==> config.mk <==
export PLATFORM = sky130hd
export DESIGN_NAME = cyclic_enc_ctrl
export DESIGN_NICKNAME = d
export VERILOG_FILES = /design/src/rtl/cyclic_pkg.sv /design/src/rtl/cyclic_lfsr.sv /design/src/rtl/cyclic_enc_ctrl.sv
export SDC_FILE = /design/constraint.sdc
export NUM_CORES = 1
export LEC_CHECK = 0
export ABC_AREA = 1
export BUFFER_PORTS_ARGS = -buffer_cell sky130_fd_sc_hd__buf_2
export CELL_PAD_IN_SITES_DETAIL_PLACEMENT = 0
export CELL_PAD_IN_SITES_GLOBAL_PLACEMENT = 1
export CORE_MARGIN = 2
export CORE_UTILIZATION = 40
export CTS_BUF_LIST = sky130_fd_sc_hd__clkbuf_4 sky130_fd_sc_hd__clkbuf_8 sky130_fd_sc_hd__clkbuf_16
export DETAILED_ROUTE_END_ITERATION = 8
export GPL_TIMING_DRIVEN = 0
export PLACE_DENSITY_LB_ADDON = 0.2
export SLEW_MARGIN = 20
export SYNTH_ARGS = -nofsm -noshare
export SYNTH_HDL_FRONTEND = slang
export SYNTH_SLANG_ARGS = --single-unit
==> constraint.sdc <==
create_clock -name clk -period 2.4 [get_ports clk]
set_clock_uncertainty 0.15 [all_clocks]
set_input_delay 0.24 -clock clk [delete_from_list [all_inputs] [get_ports clk]]
set_output_delay 0.24 -clock clk [all_outputs]
set_load 0.005 [all_outputs]
==> src/rtl/cyclic_pkg.sv <==
// Shared types and defaults for the serial cyclic (N,K) encoder.
package cyclic_pkg;

    typedef enum logic [1:0] {
        ST_IDLE = 2'd0,
        ST_MSG  = 2'd1,
        ST_PAR  = 2'd2
    } state_t;

    localparam int         CYC_N        = 7;
    localparam int         CYC_K        = 4;
    localparam logic [3:0] CYC_GEN_POLY = 4'b1011;

    function automatic int parity_w(input int n, input int k);
        return n - k;
    endfunction

endpackage

==> src/rtl/cyclic_lfsr.sv <==
// Division-by-g(x) LFSR; with fb_en low it degenerates to a plain left shift.
module cyclic_lfsr #(
    parameter int         P        = 3,
    parameter logic [P:0] GEN_POLY = 4'b1011
) (
    input  logic         clk,
    input  logic         rst,
    input  logic         clr,
    input  logic         shift,
    input  logic         data_in,
    input  logic         fb_en,
    output logic [P-1:0] parity
);

    logic fb;

    assign fb = fb_en & (data_in ^ parity[P-1]);

    always_ff @(posedge clk) begin
        if (rst || clr) begin
            parity <= '0;
        end else if (shift) begin
            parity[0] <= fb & GEN_POLY[0];
            for (int i = 1; i < P; i++) begin
                parity[i] <= parity[i-1] ^ (fb & GEN_POLY[i]);
            end
        end
    end

endmodule

==> src/rtl/cyclic_enc_ctrl.sv <==
// Serial systematic cyclic encoder: message bits MSB first, then P parity bits.
// Optional parallel codeword output enabled by CYCLIC_ENC_PARALLEL_OUT_EN.
module cyclic_enc_ctrl
    import cyclic_pkg::*;
#(
    parameter int             N        = CYC_N,
    parameter int             K        = CYC_K,
    parameter logic [N-K:0]   GEN_POLY = CYC_GEN_POLY
) (
    input  logic         clk,
    input  logic         rst,
    input  logic         in_valid,
    input  logic [K-1:0] in_msg,
    output logic         in_ready,
    output logic         out_valid,
    output logic         out_bit,
    output logic         out_last,
    input  logic         out_ready,
    output logic         busy,
    output logic [15:0]  cw_count
`ifdef CYCLIC_ENC_PARALLEL_OUT_EN
    ,
    output logic [N-1:0] cw_par,
    output logic         cw_par_valid
`endif
);

    localparam int P     = parity_w(N, K);
    localparam int CNT_W = $clog2(((K > P) ? K : P) + 1);

    state_t             state;
    logic [K-1:0]       msg_sh;
    logic [CNT_W-1:0]   cnt;
    logic [P-1:0]       parity;
    logic               hs;
    logic               accept;

    assign accept = (state == ST_IDLE) && in_valid;
    assign hs     = out_valid && out_ready;

    cyclic_lfsr #(
        .P        (P),
        .GEN_POLY (GEN_POLY)
    ) u_lfsr (
        .clk     (clk),
        .rst     (rst),
        .clr     (accept),
        .shift   (hs),
        .data_in (msg_sh[K-1]),
        .fb_en   (state == ST_MSG),
        .parity  (parity)
    );

    always_comb begin
        in_ready  = (state == ST_IDLE);
        out_valid = (state != ST_IDLE);
        busy      = (state != ST_IDLE);
        out_last  = (state == ST_PAR) && (cnt == CNT_W'(P - 1));
        case (state)
            ST_MSG:  out_bit = msg_sh[K-1];
            ST_PAR:  out_bit = parity[P-1];
            default: out_bit = 1'b0;
        endcase
    end

    always_ff @(posedge clk) begin
        if (rst) begin
            state    <= ST_IDLE;
            msg_sh   <= '0;
            cnt      <= '0;
            cw_count <= '0;
        end else begin
            case (state)
                ST_IDLE: begin
                    if (in_valid) begin
                        msg_sh <= in_msg;
                        cnt    <= '0;
                        state  <= ST_MSG;
                    end
                end
                ST_MSG: begin
                    if (out_ready) begin
                        // message register shifts so its MSB is always the bit on the wire
                        msg_sh <= msg_sh << 1;
                        if (cnt == CNT_W'(K - 1)) begin
                            cnt   <= '0;
                            state <= ST_PAR;
                        end else begin
                            cnt <= cnt + CNT_W'(1);
                        end
                    end
                end
                ST_PAR: begin
                    if (out_ready) begin
                        if (cnt == CNT_W'(P - 1)) begin
                            cnt   <= '0;
                            state <= ST_IDLE;
                            if (cw_count != 16'hFFFF) begin
                                cw_count <= cw_count + 16'd1;
                            end
                        end else begin
                            cnt <= cnt + CNT_W'(1);
                        end
                    end
                end
                default: state <= ST_IDLE;
            endcase
        end
    end

`ifdef CYCLIC_ENC_PARALLEL_OUT_EN
    // collects the first N-1 emitted bits; the final bit joins on the last handshake
    logic [N-2:0] cw_sh;

    always_ff @(posedge clk) begin
        if (rst) begin
            cw_sh        <= '0;
            cw_par       <= '0;
            cw_par_valid <= 1'b0;
        end else begin
            cw_par_valid <= hs && out_last;
            if (hs) begin
                cw_sh <= {cw_sh[N-3:0], out_bit};
            end
            if (hs && out_last) begin
                cw_par <= {cw_sh, out_bit};
            end
        end
    end
`endif

endmodule

# Yosys cells after proc, flatten, opt, wreduce, memory -nomap -nowiden
# Cells that the tools add are included.
# classes
reduce_logical	12
n_mux	16
eq_ne	10
n_addsub	2
bitwise	3
# op_table
op	n
$add 16x1->16 const B	1
$ne 16x16->1 const B	1
$mux 3	5
$mux 2	5
$pmux 3 s3	1
$mux 4	2
$ne 2x2->1 const B	4
$pmux 4 s2	1
$reduce_and 4->1	2
$eq 3x2->1 const B	2
$pmux 2 s3	1
$reduce_and 5->1	1
$reduce_bool 2->1	2
$add 3x1->3 const B	1
$logic_and 1x1->1	3
$reduce_and 3->1	1
$reduce_bool 3->1	1
$eq 2x1->1 const B	1
$eq 2x2->1 const B	1
$logic_not 2->1	1
$ne 2x1->1 const B	1
$pmux 1 s2	1
$xor 1x1->1	2
$and 1x1->1	1
$logic_or 1x1->1	1
# totals
reg_bits	28
in_bits	8

# Depth between registers and ports, before layout
# depth
word_depth	4
depth_mapped	10
ltp_nobuf	10

# Modules after synthesis
# Synthesis repeated with hierarchy kept, for this count alone.
# hier_totals
cells_unflattened	264
area_unflattened_um2	1760.4
# by_module_without_submodules
mod	seq_area_each_um2	cells_each	area_per_inst_um2	instances
cyclic_enc_ctrl	500.5	237	1599.0	1
cyclic_lfsr	60.1	27	161.4	1

# Least setup slack after synthesis
# No wires, ideal clock.
# synth_path
path_kind	register to register
startpoint	reg state[0]
endpoint	reg msg_sh[1]
setup_time_ns	0.116
required_ns	2.134
stages_incl_launch_ff	9
path_slack_ns	0.671
t_arrival_ns	1.463
cell_sequence	dfxtp_1 inv_1 ha_1 inv_1 or2_2 o211ai_1 inv_1 nor2_1 nor2_1
# synth_via
elab_chain_cells	3
elab_cells_between_ends	7
cone_classes	eq/ne (3); mux (1); reduce/logical (3)
# synth_lines
element	line	source
start: declaration	cyclic_enc_ctrl.sv:31	state_t state;
start signal: assignment	cyclic_enc_ctrl.sv:68	state <= ST_IDLE;
start signal: assignment	cyclic_enc_ctrl.sv:78	state <= ST_MSG;
start signal: assignment	cyclic_enc_ctrl.sv:87	state <= ST_PAR;
$logic_not 2->1 (*)	--	
net in_ready	cyclic_enc_ctrl.sv:14	output logic in_ready,
$ne 2x2->1 (no source line) or $reduce_bool 2->1 (tied branches)	--	
$reduce_and 3->1 (no source line)	--	
end signal: assignment	cyclic_enc_ctrl.sv:76	msg_sh <= in_msg;
end signal: assignment	cyclic_enc_ctrl.sv:84	msg_sh <= msg_sh << 1;
end: declaration	cyclic_enc_ctrl.sv:32	logic [K-1:0] msg_sh;
# Mark *: on every way through the listed nets, which the timed path passes. The rest lies on a longest branch.
# A chain may end at the register's enable or synchronous reset.

# Worst setup path in the final report
# layout_path
startpoint	reg state[1]
endpoint	out out_bit
# layout_via
elab_chain_cells	2
elab_cells_between_ends	3
cone_classes	eq/ne (2); mux (1)
# layout_lines
element	line	source
$eq 2x2->1 or $eq 2x1->1 (tied branches)	cyclic_enc_ctrl.sv:59	case (state)
$pmux 1 s2 (*)	cyclic_enc_ctrl.sv:59	
end: declaration	cyclic_enc_ctrl.sv:16	output logic out_bit,
# Mark *: on every way between the ends. The rest lies on a longest branch, timed or not.

==> results.py <==
metrics = {
    "outcome": {
        "outcome": "finished clean",
    },
    "worst_setup_path": {
        "crit_type": "reg -> out",
        "crit_path_top_delay_cell": "dfxtp_1",
        "cp_common_cell": "buf_2",
        "crit_required_ps": 2010,
        "cp-start-kind": "flip-flop",
        "critPathArrivalTime_ps": 1790,
        "max_stage_delay_ps": 350,
        "cp_top_family": "buffers and inverters",
        "worstPathCellList": "inv_1, ha_1, buf_2, clkinv_1, o22ai_1, and2_1, buf_2",
        "cp_max_fo": 9,
        "critPathCaptureType": "output pin",
        "crit_buf_inv": 4,
    },
    "grt": {
        "grt_pass1_vias": 1490,
        "antenna_found_initial": 0,
        "grt_pass1_wl_mm": 6.92,
        "grt_max_degree": 15,
        "grt_overflow": 0,
        "grt_usage": 0.169,
    },
    "route": {
        "num_vias": 1608,
        "dr.first_iter.drc_count": 74,
        "wl_mm": 3.95,
        "detail-route-antenna-nets": 0,
        "drtPass1Iterations": 4,
        "drt-vias-per-instance": 4.69,
        "wl_per_cell_um": 11.5,
        "drc_errors": 0,
    },
    "timing": {
        "period_share": 0.907,
        "rsz0062_at_grt": "no",
        "slew_violations": 0,
        "slew_headroom": 0.508,
        "tightest_slew_ps": 738,
        "hold_viol": 0,
        "finalCriticalPeriod_ps": 2180,
        "fin_tns_setup_ps": 0,
        "fmax_mhz": 459,
        "final.setup.worst_slack_ps": 223,
        "finalSetupViolCount": 0,
    },
    "power_and_ir_drop": {
        "pwr_density_cell_nw_per_um2": 576,
        "vdd.ir_drop.worst_mv": 0.293,
        "p_leak_nw": 0.909,
    },
    "floorplanning": {
        "dieWidth_um": 71.7,
        "rows": 24,
        "dieHeight_um": 71.7,
        "num_io_pins": 29,
        "core-area_um2": 4380,
        "initial_utilization": 0.418,
        "die_area_um2": 5140,
    },
    "finish": {
        "antennaDiodeCount": 0,
        "syn_to_final_growth_pct": 13.4,
        "fill_cells": 460,
        "drive_above_1_share": 0.223,
        "finalNonFillerCells": 343,
        "final_common_cell": "nand2_1",
        "nets": 313,
        "final_cell_mix": "nand2_1, buf_2, nor2_1, dfxtp_1, inv_1",
    },
    "clocking": {
        "cts-root-buf": "clkbuf_8",
        "numCtsBuffers": 3,
        "cts_htree_levels": 1,
        "post-cts-setup-buffers": 0,
        "clock_sinks": 28,
        "ctsHoldBuffers": 0,
        "cts_max_path_buffers": 2,
        "clk_pin_slew_ps": 100,
        "worstSkewPairLatency_ps": 280,
        "cts_resized": 0,
        "cts_tree": "yes",
    },
    "logic_synthesis": {
        "avgSynthCellArea_um2": 7.05,
        "ys_warn_count": 0,
        "yosysUniqueCellTypes": 34,
        "ys_ff_latch": 28,
        "synthesis.nets": 280,
        "syn_area_um2": 1830,
        "yosysSeqAreaShare": 0.306,
        "synth_cells": 260,
    },
    "place": {
        "hpwl_mm": 3.00,
        "gp_congestion": 0.771,
        "placed_cells": 340,
        "io_buffers": 28,
        "preCtsSetupSlack_ps": 472,
    },
    "flow_run": {
        "max-cap-violations": 0,
    },
    "min_path": {
        "hp-class": "in -> reg",
    },
}
-- worst paths after layout --
| check | startpoint | to | slack, ps | cells after the start |
|---|---|---|---|---|
| setup reg to reg | state[1]$_SDFFE_PP0P_ | cnt[0]$_SDFFE_PP0P_ | 470 | 9 |
| hold / removal | rst | cw_count[3]$_SDFFE_PP0P_ | 40 | 2 |
| setup / recovery | state[1]$_SDFFE_PP0P_ | out_bit | 220 | 7 |
| hold reg to reg | msg_sh[0]$_SDFFE_PP0P_ | msg_sh[0]$_SDFFE_PP0P_ | 320 | 2 |
-- where the power goes --
group	internal [mW]	total (mW)	switching [mW]
sequential	0.511	0.542	0.0308
combinational	0.141	0.392	0.250
clock	0.113	0.265	0.152
total	0.765	1.20	0.433
-- Yosys cell counts (all sizes together) --
master / count / area, µm²
clkinv: 3 / 28.8
inv: 27 / 101
o211ai: 1 / 7.51
xor2: 4 / 35.0
nor2: 35 / 174
and2: 1 / 6.26
nand4: 3 / 18.8
o21bai: 1 / 7.51
or2: 1 / 6.26
buf: 4 / 43.8
nand3b: 2 / 15.0
o22ai: 2 / 12.5
o21ai: 11 / 55.1
nand2: 80 / 343
clkbuf: 2 / 7.51
xnor2: 1 / 8.76
a211oi: 1 / 7.51
dfxtp: 28 / 561
ha: 12 / 150
a31oi: 1 / 6.26
a21oi: 23 / 153
nand3: 17 / 85.1
-- worst reg2reg max path: stages (launching register included) --
cell and delay [ps]:
dfxtp_1 390, inv_1 110, ha_1 180, buf_2 170, o21ai_0 210, nand2_1 90
nor2_1 230, inv_1 130, o21ai_1 130, a21oi_1 50
-- cell type report --
class / count / area, µm² / share of cell area
inverters: 30 / 130 / 0.0626
flip-flops and latches: 28 / 561 / 0.270
multi-input cells: 196 / 1090 / 0.525
plain buffers: 6 / 51.3 / 0.0247
well taps: 52 / 65.1 / 0.0313
clock buffers: 3 / 41.3 / 0.0199
repair buffers: 28 / 140 / 0.0674
-- cells by family (layout without fill, tap and decap cells) --
kind of cell,after synthesis,after routing,share of synthesized area
and+or+nand+nor,139,139,0.354
AOI/OAI and AO/OA,40,40,0.136
buffers and inverters,36,67,0.0990
DFF,28,28,0.306
adders and majority gates,12,12,0.0819
xor gates and xnor gates,5,5,0.0239
-- routing by layer --
layer  wire (µm)  GRT usage  vias to the layer above
li1            -          -                      886
met1        2220      0.263                      695
met2        1580      0.239                       23
met3         100     0.0211                        4
met4          42     0.0503                        0
met5           0          0                        -
-- flip-flops by register name, summed over array words and instances (netlist names) --
register       count
state              2
msg_sh             4
u_lfsr.parity      3
cnt                3
cw_count          16
-- stage by stage --
| step | instance area (µm²) | util | power [mW] | hold slack (ps) |
|---|---|---|---|---|
| 3_5_place_dp | 2040 | 0.465 | 0.945 | 311 |
| 5_1_grt | 2080 | 0.474 | 1.30 | 27.5 |
| 3_3_place_gp | 2040 | 0.465 | 0.947 | 309 |
| 4_1_cts | 2080 | 0.474 | 1.22 | 28.7 |
| 2_1_floorplan | 1830 | - | 0.835 | 152 |
| 6_report | 2080 | 0.474 | 1.20 | 35.8 |
Note: power is estimated with default switching activity, not from simulation.
